[src/rtl/ddr_input_pkg.sv]
// ---------------------------------------------------------------------------
// ddr_input_pkg
// Shared constants and a helper for the DDR input deserializer tile.
//   DATA_W         width of the observed output word
//   BITS_PER_CYCLE samples captured per clk cycle (one per edge)
//   SER_BIT        position of the serial data bit within ui_in
// Optional build macro used by the sampler: DDR_INPUT_SYNC_EN.
// ---------------------------------------------------------------------------
package ddr_input_pkg;

    localparam int DATA_W         = 8;
    localparam int BITS_PER_CYCLE = 2;
    localparam int SER_BIT        = 0;

    // Shift one captured pair into the low end of the word; the oldest pair
    // falls off the top.
    function automatic logic [DATA_W-1:0] shift_in_pair(
        input logic [DATA_W-1:0]         word,
        input logic [BITS_PER_CYCLE-1:0] pair
    );
        return {word[DATA_W-BITS_PER_CYCLE-1:0], pair};
    endfunction

endpackage

[src/rtl/ddr_input_deserializer_if.sv]
// ---------------------------------------------------------------------------
// ddr_input_deserializer_if
// Tiny Tapeout tile pin bundle (everything except clk and rst_n).
//   ena      tile enable
//   ui_in    dedicated inputs, bit 0 carries the DDR serial stream
//   uo_out   dedicated outputs, deserialized word
//   uio_in   bidirectional pins, input side
//   uio_out  bidirectional pins, output side
//   uio_oe   bidirectional pins, output enables
// Modports: master = pad/harness side, slave = the tile design.
// ---------------------------------------------------------------------------
interface ddr_input_deserializer_if;

    logic       ena;
    logic [7:0] ui_in;
    logic [7:0] uo_out;
    logic [7:0] uio_in;
    logic [7:0] uio_out;
    logic [7:0] uio_oe;

    modport master (
        output ena,
        output ui_in,
        output uio_in,
        input  uo_out,
        input  uio_out,
        input  uio_oe
    );

    modport slave (
        input  ena,
        input  ui_in,
        input  uio_in,
        output uo_out,
        output uio_out,
        output uio_oe
    );

endinterface

[src/rtl/ddr_edge_sampler.sv]
// ---------------------------------------------------------------------------
// ddr_edge_sampler
// Captures one serial input on both clock edges.
//   clk     sample clock, both edges used
//   rst_n   asynchronous active-low reset, clears every flop to 0
//   d       serial data input
//   rise_q  sample taken on the rising edge (posedge domain)
//   fall_q  sample taken on the falling edge (negedge domain)
// Macro DDR_INPUT_SYNC_EN: when defined, each path gets a second flop on the
// same edge as a metastability guard, adding exactly one clk cycle of latency
// to both paths so the bit order is preserved.
// ---------------------------------------------------------------------------
module ddr_edge_sampler (
    input  logic clk,
    input  logic rst_n,
    input  logic d,
    output logic rise_q,
    output logic fall_q
);

`ifdef DDR_INPUT_SYNC_EN

    logic rise_meta;
    logic fall_meta;

    always_ff @(posedge clk or negedge rst_n) begin
        if (!rst_n) begin
            rise_meta <= 1'b0;
            rise_q    <= 1'b0;
        end else begin
            rise_meta <= d;
            rise_q    <= rise_meta;
        end
    end

    always_ff @(negedge clk or negedge rst_n) begin
        if (!rst_n) begin
            fall_meta <= 1'b0;
            fall_q    <= 1'b0;
        end else begin
            fall_meta <= d;
            fall_q    <= fall_meta;
        end
    end

`else

    always_ff @(posedge clk or negedge rst_n) begin
        if (!rst_n) begin
            rise_q <= 1'b0;
        end else begin
            rise_q <= d;
        end
    end

    always_ff @(negedge clk or negedge rst_n) begin
        if (!rst_n) begin
            fall_q <= 1'b0;
        end else begin
            fall_q <= d;
        end
    end

`endif

endmodule

[src/rtl/ddr_input_deserializer.sv]
// ---------------------------------------------------------------------------
// ddr_input_deserializer
// Tiny Tapeout tile: DDR capture of ui_in[0], packing the last 8 captured
// bits into uo_out (bit 0 newest, bit 7 oldest).
//   clk     single clock; both edges sample data
//   rst_n   asynchronous active-low reset
//   tt      tile pin bundle (slave modport):
//             ena      ignored, the design is always active
//             ui_in    bit 0 serial data, bits 7:1 unused
//             uo_out   deserialized word, registered
//             uio_in   unused
//             uio_out  tied 8'h00
//             uio_oe   tied 8'h00 (all uio pins are inputs)
// Optional macro DDR_INPUT_SYNC_EN adds a metastability stage in the sampler.
// ---------------------------------------------------------------------------
module ddr_input_deserializer
    import ddr_input_pkg::*;
(
    input  logic                     clk,
    input  logic                     rst_n,
    ddr_input_deserializer_if.slave  tt
);

    logic              rise_q;
    logic              fall_q;
    logic [DATA_W-1:0] sr;

    ddr_edge_sampler u_sampler (
        .clk    (clk),
        .rst_n  (rst_n),
        .d      (tt.ui_in[SER_BIT]),
        .rise_q (rise_q),
        .fall_q (fall_q)
    );

    // rise_q is the older sample of the pair (previous posedge) and fall_q
    // the newer one (the negedge after it), so fall_q lands in bit 0.
    always_ff @(posedge clk or negedge rst_n) begin
        if (!rst_n) begin
            sr <= '0;
        end else begin
            sr <= shift_in_pair(sr, {rise_q, fall_q});
        end
    end

    assign tt.uo_out  = sr;
    assign tt.uio_out = 8'h00;
    assign tt.uio_oe  = 8'h00;

    // Tile pins the design deliberately ignores.
    logic unused_pins;
    assign unused_pins = &{1'b0, tt.ena, tt.uio_in, tt.ui_in};

endmodule

[src/flat_wrapper.sv]
// flat-port wrapper written by rule: the top's interface ports become plain ports
module ddr_input_deserializer_flat import ddr_input_pkg::*;
  (clk, rst_n, tt_ena, tt_ui_in, tt_uio_in, tt_uo_out, tt_uio_out, tt_uio_oe);
  ddr_input_deserializer_if tt_i ();
  input  logic clk;
  input  logic rst_n;
  input wire logic [$bits(tt_i.ena)-1:0] tt_ena;
  input wire logic [$bits(tt_i.ui_in)-1:0] tt_ui_in;
  input wire logic [$bits(tt_i.uio_in)-1:0] tt_uio_in;
  output wire logic [$bits(tt_i.uo_out)-1:0] tt_uo_out;
  output wire logic [$bits(tt_i.uio_out)-1:0] tt_uio_out;
  output wire logic [$bits(tt_i.uio_oe)-1:0] tt_uio_oe;
  assign tt_i.ena = tt_ena;
  assign tt_i.ui_in = tt_ui_in;
  assign tt_i.uio_in = tt_uio_in;
  assign tt_uo_out = tt_i.uo_out;
  assign tt_uio_out = tt_i.uio_out;
  assign tt_uio_oe = tt_i.uio_oe;
  ddr_input_deserializer u_core (.clk(clk), .rst_n(rst_n), .tt(tt_i));
endmodule
[config.mk]
export PLATFORM = sky130hd
export DESIGN_NAME = ddr_input_deserializer_flat
export DESIGN_NICKNAME = d
export VERILOG_FILES = /design/src/rtl/ddr_input_pkg.sv /design/src/rtl/ddr_input_deserializer_if.sv /design/src/rtl/ddr_edge_sampler.sv /design/src/rtl/ddr_input_deserializer.sv /design/src/flat_wrapper.sv
export SDC_FILE = /design/constraint.sdc
export NUM_CORES = 1
export LEC_CHECK = 0
export ABC_AREA = 1
export CORE_MARGIN = 2
export CORE_UTILIZATION = 27
export CTS_BUF_LIST = sky130_fd_sc_hd__clkbuf_8
export CTS_CLUSTER_SIZE = 25
export DETAILED_ROUTE_END_ITERATION = 8
export HOLD_SLACK_MARGIN = 0.06
export PLACE_DENSITY = 0.8
export RECOVER_POWER = 25
export REMOVE_ABC_BUFFERS = 1
export SLEW_MARGIN = 20
export SYNTH_ARGS = -nofsm -noshare
export SYNTH_HDL_FRONTEND = slang
export SYNTH_SLANG_ARGS = --single-unit
[constraint.sdc]
create_clock -name clk -period 0.8 [get_ports clk]
set_input_delay 0.12 -clock clk [delete_from_list [all_inputs] [get_ports clk]]
set_output_delay 0.12 -clock clk [all_outputs]
set_load 0.05 [all_outputs]
[Word-level counts from Yosys, hierarchy flattened]
Cells that the tools add are included.
Storage, ports and cells
  bits in registers: 10
  input port bits: 19
  output and inout port bits: 24
  logic and storage cells: 3

[Longest topological paths before layout]
Gate-level depths: netlist of the first run.
  depth after elaboration: 0
  depth in mapped cells: 1
  depth with buffers taken out: 0

[Modules after synthesis]
Synthesis of the first run repeated with hierarchy kept, for this count alone.
Second synthesis, totals
  cells, all modules: 27
  area total of the unflattened synthesis: 374.1 µm²
By module, submodules not included
  ddr_input_deserializer: times used 1, cells an instance 25, area an instance 324.1 µm², sequential area each 200.2 µm²
  ddr_edge_sampler: times used 1, cells an instance 2, area an instance 50.0 µm², sequential area each 50.0 µm²

==> results of run 1 <==
## registers in the layout, indices dropped and copies added, names as in the netlist
signal and count:
u_core.tt.uo_out 8, u_core.u_sampler.fall_q 1, u_core.u_sampler.rise_q 1
## repair_timing
item / 4_1_cts / 5_1_grt
pin swaps: 0 / 0
setup buffers: 3 / 0
endpoints found under the hold margin: 0 / 0
endpoints found under the setup margin: 10 / 9
resized for setup: 1 / 0
## routing by layer
| metal | vias up | GRT usage [%] | share of wire [%] |
|---|---|---|---|
| met5 | - | 0 | 0 |
| met4 | 0 | 12.10 | 4.2 |
| met3 | 4 | 6.522 | 19 |
| met2 | 27 | 11.33 | 40 |
| met1 | 89 | 7.797 | 36 |
| li1 | 82 | - | - |
## stage by stage
step / total power [uW] / instances / instance area, um^2 / setup WS (ns) / setup TNS (ns)
5_1_grt: 1594 / 59 / 589.3 / -0.1554 / -1.134
6_report: 1540 / 59 / 589.3 / -0.1303 / -0.9703
4_1_cts: 1553 / 59 / 593.1 / -0.1384 / -1.024
3_3_place_gp: 908.4 / 52 / 516.7 / -0.2957 / -0.3231
2_1_floorplan: 786.8 / 26 / 310.3 / -0.02188 / -0.02188
3_5_place_dp: 911.3 / 52 / 516.7 / -0.3088 / -0.3425
## worst paths after layout
path,start,cells past startpoint,end
setup / recovery,u_core.tt.uo_out[1],1,tt_uo_out[1]
hold / removal,tt_ui_in[0],1,u_core.u_sampler.rise_q
setup reg to reg,u_core.u_sampler.fall_q,0,u_core.tt.uo_out[0]
hold reg to reg,u_core.u_sampler.rise_q,0,u_core.tt.uo_out[1]
max in group asynchronous,rst_n,2,u_core.tt.uo_out[2]
min in group asynchronous,rst_n,1,u_core.u_sampler.fall_q
## area by class of cell
class | count | area [um^2] | share of cell area, %
tap | 15 | 18.77 | 3.185
sequential | 10 | 250.2 | 42.46
clock buffer | 4 | 55.05 | 9.342
multi-input combinational | 16 | 60.06 | 10.19
timing repair buffer | 14 | 205.2 | 34.82
## cells in the mapped netlist
master / n
conb_1: 1
dfrtn_1: 1
dfrtp_1: 9
buf_4: 16
## power by group through the flow
stage | Clock, uW | Sequential [uW] | Combinational (uW)
6_report | 631 | 555 | 353
3_3_place_gp | 0 | 563 | 345
3_5_place_dp | 0 | 565 | 347
4_1_cts | 640 | 556 | 357
5_1_grt | 664 | 557 | 372
2_1_floorplan | 0 | 625 | 162
## logic make-up (layout without fill, tap and decap cells)
group	Yosys count	in the layout	share of synthesized area, %
other cells	1	16	1.002
buf+inv	16	18	32.11
flops	10	10	66.89
==> flow_summary.rst, run 1 <==
.. list-table::
   :header-rows: 1

   * - Metric
     - Value
   * - Final routed wire length divided by cell count
     - 8.458 um
   * - CTS Buf Count
     - 3
   * - Critical path's slowest cell
     - dfrtp_1
   * - Ranking of synthesized cells by area
     - dfrtp_1 (60%), buf_4 (32%), dfrtn_1 (6.7%), conb_1 (1.0%)
   * - Post-Synthesis Mean Instance Area
     - 13.86 um^2
   * - Wire length of the first global-routing pass
     - 786 um
   * - Maximum fanout encountered on the critical timing path
     - 2
   * - # Max-Cap Violations
     - 0
   * - Net load switching power
     - approximately 480 uW
   * - Initial drt markers
     - 0
   * - Final #Nets
     - 64
   * - CORE AREA
     - between 1000 and 1500 um^2
   * - Number of cell rows
     - 13
   * - Share of total power consumed by net switching
     - 31.14%
   * - Residual DRC count
     - 0
   * - Aggregate global routing overflow
     - 0
   * - Kind of path behind the tightest hold check
     - input port to register
   * - Number of global-route vias before repair
     - 179
   * - Synth-to-Final Area Change
     - 57.52%
   * - Inserted Diodes
     - 0
   * - Most common cell after layout, fill and taps aside
     - conb_1
   * - Clock tree from TritonCTS
     - built
   * - Utilization after layout
     - a little under half
   * - Floorplan die area
     - between 1500 and 2000 um^2
   * - Clock power share
     - 41.0%
   * - Run status
     - finished, violations left
   * - Data required time of the critical path
     - 0.68 ns
   * - Arrival @ worst endpoint
     - 0.81 ns
   * - FF+latch count, synth
     - 10
   * - Number of warnings issued by yosys
     - 0
   * - Clk slew on worst S/H paths
     - 0.05 ns
   * - Proportion of power drawn by flip-flops and latches
     - around 36%
   * - All-Layer GR Usage
     - 8.947%
   * - Worst hold margin
     - 0.1289 ns
   * - Antenna-violating nets left
     - 0
   * - H-tree levels
     - 1
   * - Sequential area share after synthesis
     - 66.89%
   * - Master cell of the clock root buffer
     - clkbuf_8
   * - Final Worst Setup Slack
     - -0.1303 ns
   * - DR pass1 iterations
     - 1
   * - FF-to-FF setup slack
     - -0.05 ns
   * - Post-Synthesis Cell Area
     - around 370 um^2
   * - Critical Path Max Stage Delay
     - 0.41 ns
   * - LEAKAGE
     - around 0.0003 uW
   * - Clock insertion delay at the later pin of the skew report
     - 0.25 ns
   * - Area fraction of the dominant cell type after synthesis
     - between 60 and 70%
   * - Pint
     - 1060 uW
   * - Port Buffers
     - 10
   * - Final worst clock skew
     - 0.01803 ns
   * - Violated checks
     - negative setup slack
   * - Vias per Instance
     - 3.424
   * - Fraction of layout instances using a drive strength above 1
     - between 30% and 40%
   * - CTS Sinks
     - 10
   * - Final hold viol count
     - 0
   * - Unrepaired setup endpoints after global routing
     - yes
   * - Cell type contributing the most total cell area after synthesis
     - dfrtp_1
   * - Unique cell type count in the Yosys netlist
     - 4
   * - Hold bufs inserted after CTS
     - 0
   * - Most frequent cells in the layout
     - conb_1 (16), dfrtp_1 (9), buf_12 (8)
   * - Pwr per Cell Area
     - 2613 nW/um^2
   * - Pins Over Slew Limit
     - 0
   * - Clock Tree Buf Depth
     - 2
   * - Initial core utilization
     - 28.75%
   * - Cells along the critical path
     - buf_12
   * - Die extent in x
     - 41.23 um
   * - Cell count after synthesis
     - 27
   * - Kind of cell adding the most delay to the critical path
     - flip-flops
   * - Minimum clock period after layout
     - 0.9303 ns
   * - Total wire length
     - ~500 um
   * - Max Clk Rate
     - 1075 MHz
   * - Start-to-end type of the worst setup path
     - register to output pin
   * - Share of the cycle needed by the critical path after routing
     - 116.3%
   * - Die span in y
     - around 40 um
   * - Number of inserted filler cells in the final layout
     - 129
   * - Buffers and inverters on the worst path
     - 1
   * - Critical Path Source Type
     - register
   * - Endpoint kind of the worst setup timing path
     - output pin
   * - Share of power burned in combinational logic
     - 22.9%
   * - Maximum number of pins on one net before global-route repair
     - 10
   * - Final setup violation count
     - 9
   * - Gpl congestion
     - around 0.56
   * - Peak ir drop on the vdd network
     - 0.001083 V
   * - Total I/O pin count
     - 43
   * - Number of antenna violations at the first check in global routing
     - 0
   * - Number of vias in the routed layout
     - between 200 and 250
(Power assumes the default switching activity.)
==> inputs of run 2 (changes only) <==
--- a/config.mk
+++ b/config.mk
@@ -6,6 +6,7 @@
 export NUM_CORES = 1
 export LEC_CHECK = 0
 export ABC_AREA = 1
+export CAP_MARGIN = 10
 export CORE_MARGIN = 2
 export CORE_UTILIZATION = 27
 export CTS_BUF_LIST = sky130_fd_sc_hd__clkbuf_8
==> results of run 2 <==
No change in the layout: final DEF, timing and power equal those of run 1.
